`src/rtl/mem_access_pkg.sv`:
```
// ============================================================================
// mem_access_pkg : shared encodings for the load/store memory access master
// Revision: 1.0
// ============================================================================
`default_nettype none

package mem_access_pkg;

    localparam logic [1:0] SIZE_BYTE   = 2'b00;
    localparam logic [1:0] SIZE_HALF   = 2'b01;
    localparam logic [1:0] SIZE_WORD   = 2'b10;
    localparam logic [1:0] SIZE_ILLEGAL = 2'b11;

    localparam logic [1:0] ERR_OK      = 2'b00;
    localparam logic [1:0] ERR_ALIGN   = 2'b01;
    localparam logic [1:0] ERR_TIMEOUT = 2'b10;

    localparam int TIMEOUT_DEFAULT = 15;

    typedef enum logic [1:0] {
        ST_IDLE   = 2'd0,
        ST_ACCESS = 2'd1,
        ST_RESP   = 2'd2
    } state_e;

endpackage

`default_nettype wire

```
`src/rtl/mem_align_check.sv`:
```
// ============================================================================
// mem_align_check : flags requests whose size/address pair is not naturally
//                   aligned, or whose size encoding is illegal
// Revision: 1.0
// ============================================================================
`default_nettype none

module mem_align_check
    import mem_access_pkg::*;
(
    input  logic [1:0] size_i,
    input  logic [1:0] addr_lo_i,
    output logic       misaligned_o
);

    always_comb begin
        misaligned_o = 1'b0;
        case (size_i)
            SIZE_BYTE:    misaligned_o = 1'b0;
            SIZE_HALF:    misaligned_o = addr_lo_i[0];
            SIZE_WORD:    misaligned_o = (addr_lo_i != 2'b00);
            SIZE_ILLEGAL: misaligned_o = 1'b1;
            default:      misaligned_o = 1'b1;
        endcase
    end

endmodule

`default_nettype wire

```
`src/rtl/mem_access_master.sv`:
```
// ============================================================================
// mem_access_master : single-outstanding load/store master with alignment
//                     check, bounded wait for mem_good and one-cycle response
// Revision: 1.0
// ============================================================================
`default_nettype none

module mem_access_master
    import mem_access_pkg::*;
#(
    parameter int TIMEOUT = TIMEOUT_DEFAULT
) (
    input  logic        clk,
    input  logic        reset,

    input  logic        req_valid,
    output logic        req_ready,
    input  logic        req_write,
    input  logic [1:0]  req_size,
    input  logic        req_sext,
    input  logic [31:0] req_addr,
    input  logic [31:0] req_wdata,

    output logic        rsp_valid,
    output logic [31:0] rsp_rdata,
    output logic [1:0]  rsp_err,

    output logic        mem_valid,
    output logic        mem_read,
    output logic        mem_write,
    output logic [31:0] mem_addr,
    output logic [31:0] mem_wdata,
    output logic [1:0]  mem_mask,
    output logic        mem_sext,
    input  logic        mem_good,
    input  logic [31:0] mem_rdata
);

    localparam int CNT_W = ($clog2(TIMEOUT + 1) > 4) ? $clog2(TIMEOUT + 1) : 4;
    localparam logic [CNT_W-1:0] CNT_LAST = CNT_W'(TIMEOUT - 1);

    state_e            state_q, state_d;
    logic [31:0]       addr_q,  addr_d;
    logic [31:0]       wdata_q, wdata_d;
    logic [1:0]        size_q,  size_d;
    logic              sext_q,  sext_d;
    logic              write_q, write_d;
    logic [31:0]       rdata_q, rdata_d;
    logic [1:0]        err_q,   err_d;
    logic [CNT_W-1:0]  cnt_q,   cnt_d;
    logic              misaligned;

    mem_align_check u_align (
        .size_i       (req_size),
        .addr_lo_i    (req_addr[1:0]),
        .misaligned_o (misaligned)
    );

    always_ff @(posedge clk or negedge reset) begin
        if (!reset) begin
            state_q <= ST_IDLE;
            addr_q  <= '0;
            wdata_q <= '0;
            size_q  <= '0;
            sext_q  <= 1'b0;
            write_q <= 1'b0;
            rdata_q <= '0;
            err_q   <= '0;
            cnt_q   <= '0;
        end else begin
            state_q <= state_d;
            addr_q  <= addr_d;
            wdata_q <= wdata_d;
            size_q  <= size_d;
            sext_q  <= sext_d;
            write_q <= write_d;
            rdata_q <= rdata_d;
            err_q   <= err_d;
            cnt_q   <= cnt_d;
        end
    end

    always_comb begin
        state_d = state_q;
        addr_d  = addr_q;
        wdata_d = wdata_q;
        size_d  = size_q;
        sext_d  = sext_q;
        write_d = write_q;
        rdata_d = rdata_q;
        err_d   = err_q;
        cnt_d   = cnt_q;
        case (state_q)
            ST_IDLE: begin
                if (req_valid) begin
                    addr_d  = req_addr;
                    wdata_d = req_wdata;
                    size_d  = req_size;
                    sext_d  = req_sext;
                    write_d = req_write;
                    rdata_d = '0;
                    cnt_d   = '0;
                    if (misaligned) begin
                        err_d   = ERR_ALIGN;
                        state_d = ST_RESP;
                    end else begin
                        err_d   = ERR_OK;
                        state_d = ST_ACCESS;
                    end
                end
            end
            ST_ACCESS: begin
                // mem_good wins over a timeout landing in the same cycle
                if (mem_good) begin
                    if (!write_q) begin
                        rdata_d = mem_rdata;
                    end
                    err_d   = ERR_OK;
                    state_d = ST_RESP;
                end else if (cnt_q == CNT_LAST) begin
                    rdata_d = '0;
                    err_d   = ERR_TIMEOUT;
                    state_d = ST_RESP;
                end else begin
                    cnt_d = cnt_q + 1'b1;
                end
            end
            ST_RESP: state_d = ST_IDLE;
            default: state_d = ST_IDLE;
        endcase
    end

    // Outputs decode straight from state so an async reset drops them at once
    assign req_ready = (state_q == ST_IDLE);

    assign mem_valid = (state_q == ST_ACCESS);
    assign mem_read  = mem_valid & ~write_q;
    assign mem_write = mem_valid &  write_q;
    assign mem_addr  = mem_valid ? addr_q  : '0;
    assign mem_wdata = mem_valid ? wdata_q : '0;
    assign mem_mask  = mem_valid ? size_q  : '0;
    assign mem_sext  = mem_valid & sext_q;

    assign rsp_valid = (state_q == ST_RESP);
    assign rsp_rdata = rsp_valid ? rdata_q : '0;
    assign rsp_err   = rsp_valid ? err_q   : '0;

endmodule

`default_nettype wire

```
`config.mk`:
```
export PLATFORM = sky130hd
export DESIGN_NAME = mem_access_master
export DESIGN_NICKNAME = d
export VERILOG_FILES = /design/src/rtl/mem_access_pkg.sv /design/src/rtl/mem_align_check.sv /design/src/rtl/mem_access_master.sv
export SDC_FILE = /design/constraint.sdc
export NUM_CORES = 1
export LEC_CHECK = 0
export BUFFER_PORTS_ARGS = -buffer_cell sky130_fd_sc_hd__buf_2
export CORE_UTILIZATION = 40
export CTS_CLUSTER_DIAMETER = 120
export DETAILED_ROUTE_END_ITERATION = 10
export PLACE_DENSITY = 0.69
export SLEW_MARGIN = 20
export SYNTH_ARGS = -nofsm -noshare
export SYNTH_HDL_FRONTEND = slang
export SYNTH_SLANG_ARGS = --single-unit
```
`constraint.sdc`:
```
create_clock -name clk -period 2 [get_ports clk]
set_input_delay 0.1 -clock clk [delete_from_list [all_inputs] [get_ports clk]]
set_output_delay 0.1 -clock clk [all_outputs]
set_load 0.01 [all_outputs]
```
Word level (Yosys, flattened, before mapping)
Index checks and enable logic that the tools add are counted.
{"block": "op_classes", "addsub": 1, "n_eq_ne": 11, "mux": 24, "bitwise_logic": 4, "reduce_logical": 9}
{"op": "$mux W32", "count": 7}
{"op": "$pmux W32 S2", "count": 1}
{"op": "$mux W2", "count": 8}
{"op": "$mux W4", "count": 3}
{"op": "$pmux W2 S2", "count": 2}
{"op": "$pmux W4 S2", "count": 1}
{"op": "$reduce_and A4 Y1", "count": 2}
{"op": "$eq A2 B2 Y1 const B", "count": 3}
{"op": "$ne A2 B2 Y1 const B", "count": 3}
{"op": "$add A4 B1 Y4 const B", "count": 1}
{"op": "$eq A2 B1 Y1 const B", "count": 2}
{"op": "$eq A4 B4 Y1 const B", "count": 1}
{"op": "$logic_not A2 Y1", "count": 2}
{"op": "$pmux W1 S4", "count": 1}
{"op": "$reduce_and A2 Y1", "count": 2}
{"op": "$reduce_bool A2 Y1", "count": 2}
{"op": "$and A1 B1 Y1", "count": 3}
{"op": "$ne A3 B1 Y1 const B", "count": 1}
{"op": "$ne A3 B3 Y1 const B", "count": 1}
{"op": "$reduce_and A3 Y1", "count": 1}
{"op": "$mux W1", "count": 1}
{"op": "$not A1 Y1", "count": 1}
{"block": "totals", "reg_bits": 108, "input_bits": 104, "out_inout_bits": 106, "word_cells": 58}

Longest topological paths before layout
{"block": "depth", "depth_word": 5, "ltp_mapped": 7, "ltp_nobuf": 5}

Modules after synthesis
From an unflattened synthesis, not the netlist that was laid out.
{"block": "unflattened", "hier_cells": 379, "hier_area_um2": 4850.9}
{"mod": "mem_access_master", "n_inst": 1, "cells_each": 376, "area_per_inst_um2": 4837.1, "seq_area_each_um2": 2702.6}
{"mod": "mem_align_check", "n_inst": 1, "cells_each": 3, "area_per_inst_um2": 13.8, "seq_area_each_um2": 0.0}

Worst setup path before layout
No wires, ideal clock.
{"block": "synth_timing", "path_type": "register to register", "from": "register cnt_q[0]", "to": "register cnt_q[1]", "setup_time_ps": 140, "arrival_time_ps": 1392, "required_time_ps": 1860, "path_slack_ps": 468, "stages_incl_launch_ff": 7, "path_buffers": 1, "synth_period_minus_slack_ps": 1532, "path_cell_list": "dfrtp_1 > inv_1 > ha_1 > and3_1 > buf_2 > a221oi_1 > o22ai_1"}
{"block": "synth_via", "elab_chain_cells": 4, "word_cells_on_any_way": 7, "cone_classes": "add/sub (1); eq/ne (2); mux (3); reduce/logical (1)"}
{"element": "from (decl)", "line_no": "mem_access_master.sv:50", "source": "logic [CNT_W-1:0] cnt_q, cnt_d;"}
{"element": "from (signal assigned)", "line_no": "mem_access_master.sv:79", "source": "cnt_q <= cnt_d;"}
{"element": "$add A4 B1 Y4", "line_no": "mem_access_master.sv:125", "source": "cnt_d = cnt_q + 1'b1;"}
{"element": "$mux W4", "line_no": "mem_access_master.sv:120", "source": "end else if (cnt_q == CNT_LAST) begin"}
{"element": "$mux W4", "line_no": "mem_access_master.sv:114", "source": "if (mem_good) begin"}
{"element": "$pmux W4 S2", "line_no": "mem_access_master.sv:93", "source": "case (state_q)"}
Parallel ways exist; a longest one is shown, timed or not. The select of a mux whose other input is x is not followed.
A chain may end at the register's enable or synchronous reset.

Worst setup path after layout
{"block": "layout_timing", "from": "register state_q[1]", "to": "output port mem_wdata[17]"}
{"block": "layout_via", "elab_chain_cells": 2}
{"element": "from (decl)", "line_no": "mem_access_master.sv:42", "source": "state_e state_q, state_d;"}
{"element": "from (signal assigned)", "line_no": "mem_access_master.sv:71", "source": "state_q <= state_d;"}
{"element": "$eq A2 B1 Y1", "line_no": "mem_access_master.sv:136", "source": "assign mem_valid = (state_q == ST_ACCESS);"}
{"element": "$mux W32", "line_no": "mem_access_master.sv:140", "source": "assign mem_wdata = mem_valid ? wdata_q : '0;"}
{"element": "to (decl)", "line_no": "mem_access_master.sv:32", "source": "output logic [31:0] mem_wdata,"}
Every way passes these cells.

==> summary.md <==
| Metric | Value |
|---|---|
| Status | completed |
| Cells after DPL | 720 |
| Die height | 113 um |
| Vias | 4079 |
| MaxCap Viol Count | 0 |
| Commonest non-fill, non-tap cell in the layout | buf_2 |
| Xor and xnor fraction of the mapped netlist area | 0 |
| Largest net degree at the start of global routing | 50 |
| R2r setup slk | 0.32 ns |
| Hold WC Path Type | in -> reg |
| Number of synthesized register bits | 108 |
| Worst r2r src | state_q[0]$_DFFE_PN0P_ |
| # rows | 40 |
| Max-slew violation count | 0 |
| Syn_nets | 486 |
| Post-synth EDFFs | 0 |
| Final worst-path cycle share | 0.941 |
| Unrepaired setup endpoints after global routing | false |
| First-pass GRT wire length | 20.9 mm |
| Area of the mapped netlist | 4930 um2 |
| Clk slew on worst S/H paths | 0.07 ns |
| Final std cells w/o fill | 829 |
| Worst Max-Slew Pin Slew | 0.515 ns |
| Endpoints failing setup | 0 |
| Routed WL | 12.8 mm |
| Max VDD drop | 666 uV |
| CP Capture Type | output port |
| Worst path required time | 1.90 ns |
| Syn Inst Count | 380 |
| Leak | 3.71 nW |
| Synth cell types | 37 |
| Share of layout cells above drive strength 1 | 0.457 |
| Synth Area in Simple Gates | 0.162 |
| Relative slew slack | 0.657 |
| Hpwl dp | 7.94 mm |
| Clk Latency, worst-skew pair | 0.34 ns |
| GRT Util Overall | 0.210 |
| Sequential fraction of the synthesis area | 0.549 |
| Layout Skew | 0.00493 ns |
| Post-route minimum period | 1.88 ns |
| First drt pass iteration count | 4 |
| Adder-cell share of the synthesized area | 0.00508 |
| Reg2reg end | wdata_q[13]$_DFFE_PN0P_ |
| Yosys warns | 0 |
| Setup TNS Final | 0 ns |
| Area Growth Syn to Fin | 48.5% |
| TritonCTS buffer count | 9 |
| Post-synthesis mux area share | 0.157 |
| Worst Reg2Reg Path Length in Cells | 4 |
| CTS tree | yes |
| Vias per cell | 4.92 |
| Core area | 12000 um2 |
| Root Driver | clkbuf_16 |
| Most frequent cells in the layout | buf_2, dfrtp_1, and2_1 |
| Power Density | 933 nW/um2 |
| Largest family of logic cells by synthesized area | simple AND/OR/NAND/NOR gates |
| Congestion Overflow GR | 0 |
| Vias in the first global route | 4288 |
| Initial drt markers | 174 |
| Max frequency | 0.531 GHz |
| Critical path type | reg -> out |
| Starting Density | 0.410 |
| Number of port buffers | 209 |
| Maximum clock path buffer count | 2 |
| Post-CTS Setup Inserts | 0 |
| WHS Path Cells | 2 |
| WL/cell | 15.5 um |
| Mean Syn Cell Area | 13.0 um2 |
| Routed Antenna Nets | 0 |
| GPL Wtd Cong | 0.736 |
| H-tree depth | 3 |
| Ports | 210 |
| Nets@finish | 784 |
| Ys async rst share | 1.00 |
| Die Span X | 113 um |
| Critical Path End | mem_wdata[17] |
| Endpoints failing hold | 0 |
| CP startpoint | state_q[1]$_DFFE_PN0P_ |
| Worst-path maximum fanout | 40 |
| Sink Count | 108 |
| Setup crit start kind | flop |
| Synth Flop Type | dfrtp_1 |
| Worst Path Arrival | 1.78 ns |
| Antenna violations before repair | 1 |
| Compound-Gate Fraction of Synth Area | 0.0828 |
| Die Area | 12800 um2 |
| Drt drc | 0 |
critical path, stage by stage (launching register included):
cell	delay, ns
dfrtp_2	0.51
nand2b_4	0.20
inv_2	0.07
buf_4	0.30
and2_1	0.19
buf_2	0.15
metrics by stage:
stage / worst slack (ns) / util / hold WS [ns] / area [um2] / total power [W]
3_3_place_gp: 0.370 / 0.506 / 0.106 / 6080 / 0.00484
2_1_floorplan: 0.468 / - / -0.196 / 4930 / 0.00432
4_1_cts: 0.00689 / 0.609 / 0.00277 / 7310 / 0.00686
3_5_place_dp: 0.344 / 0.506 / 0.108 / 6080 / 0.00492
6_report: 0.118 / 0.609 / 0.0168 / 7320 / 0.00682
5_1_grt: 0.0132 / 0.609 / 0.00716 / 7310 / 0.00724
where the power goes:
part	switching, W	total, W	internal (W)
logic	0.000858	0.00194	0.00108
registers	0.000336	0.00312	0.00278
clock network	0.000740	0.00176	0.00102
synthesized netlist by cell type, types with 2 or more instances:
cell,count,area share
a21oi_1,5,0.0051
mux2_2,68,0.16
and2_1,102,0.13
buf_6,12,0.027
dfrtp_1,108,0.55
nand2b_4,2,0.0056
a22o_1,33,0.059
buf_2,5,0.0051
nor3b_2,2,0.0051
clkbuf_2,2,0.0020
nand2b_1,3,0.0038
ha_1,2,0.0051
inv_1,4,0.0030
clkbuf_1,7,0.0053
nor2_1,3,0.0023
sequential cells by signal, indices dropped and copies added, names as in the netlist:
register	cells
sext_q	1
err_q	2
write_q	1
rdata_q	32
addr_q	32
cnt_q	4
size_q	2
wdata_q	32
state_q	2
cell type report:
type / instances / area [um2]
clock buffers: 12 / 256
inverters: 5 / 18.8
fillers: 905 / 4690
well taps: 147 / 184
clock inverters: 2 / 35.0
multi-input cells: 241 / 2010
flip-flops and latches: 108 / 2700
repair buffers: 313 / 2100
diodes: 1 / 2.50
kinds of logic (layout without fill, tap and decap cells):
logic type      count (synthesis)  in the layout
other cells                     0              1
simple gates                  122            122
compound gates                 48             48
buf+inv                        31            332
mux                            69             69
fa+ha+maj                       2              2
flops                         108            108
repair_timing:
item,in CTS,in global routing
hold buffers,94,0
hold endpoints to repair,129,0
resized for setup,0,1
setup endpoints to repair,0,102
routing by layer:
metal  vias to the layer above  wire, um  GRT usage  share of wire
met1                      1979      5350      0.248           0.42
met3                        27      1000     0.0637          0.078
li1                       1898         -          -              -
met4                         0       338     0.0930          0.026
met2                       175      6120      0.353           0.48
met5                         -         0          0              0
worst min-delay path by stage:
stage            startpoint                     end  slack [ns]
6_report        req_size[1]   size_q[1]$_DFFE_PN0P_        0.02
5_1_grt        req_addr[20]  addr_q[20]$_DFFE_PN0P_       0.007
4_1_cts        req_addr[20]  addr_q[20]$_DFFE_PN0P_       0.003
3_5_place_dp          reset  wdata_q[0]$_DFFE_PN0P_        0.11
3_3_place_gp          reset  wdata_q[0]$_DFFE_PN0P_        0.11
2_1_floorplan         reset   addr_q[0]$_DFFE_PN0P_       -0.20
Power figures use the tool's default switching activity.
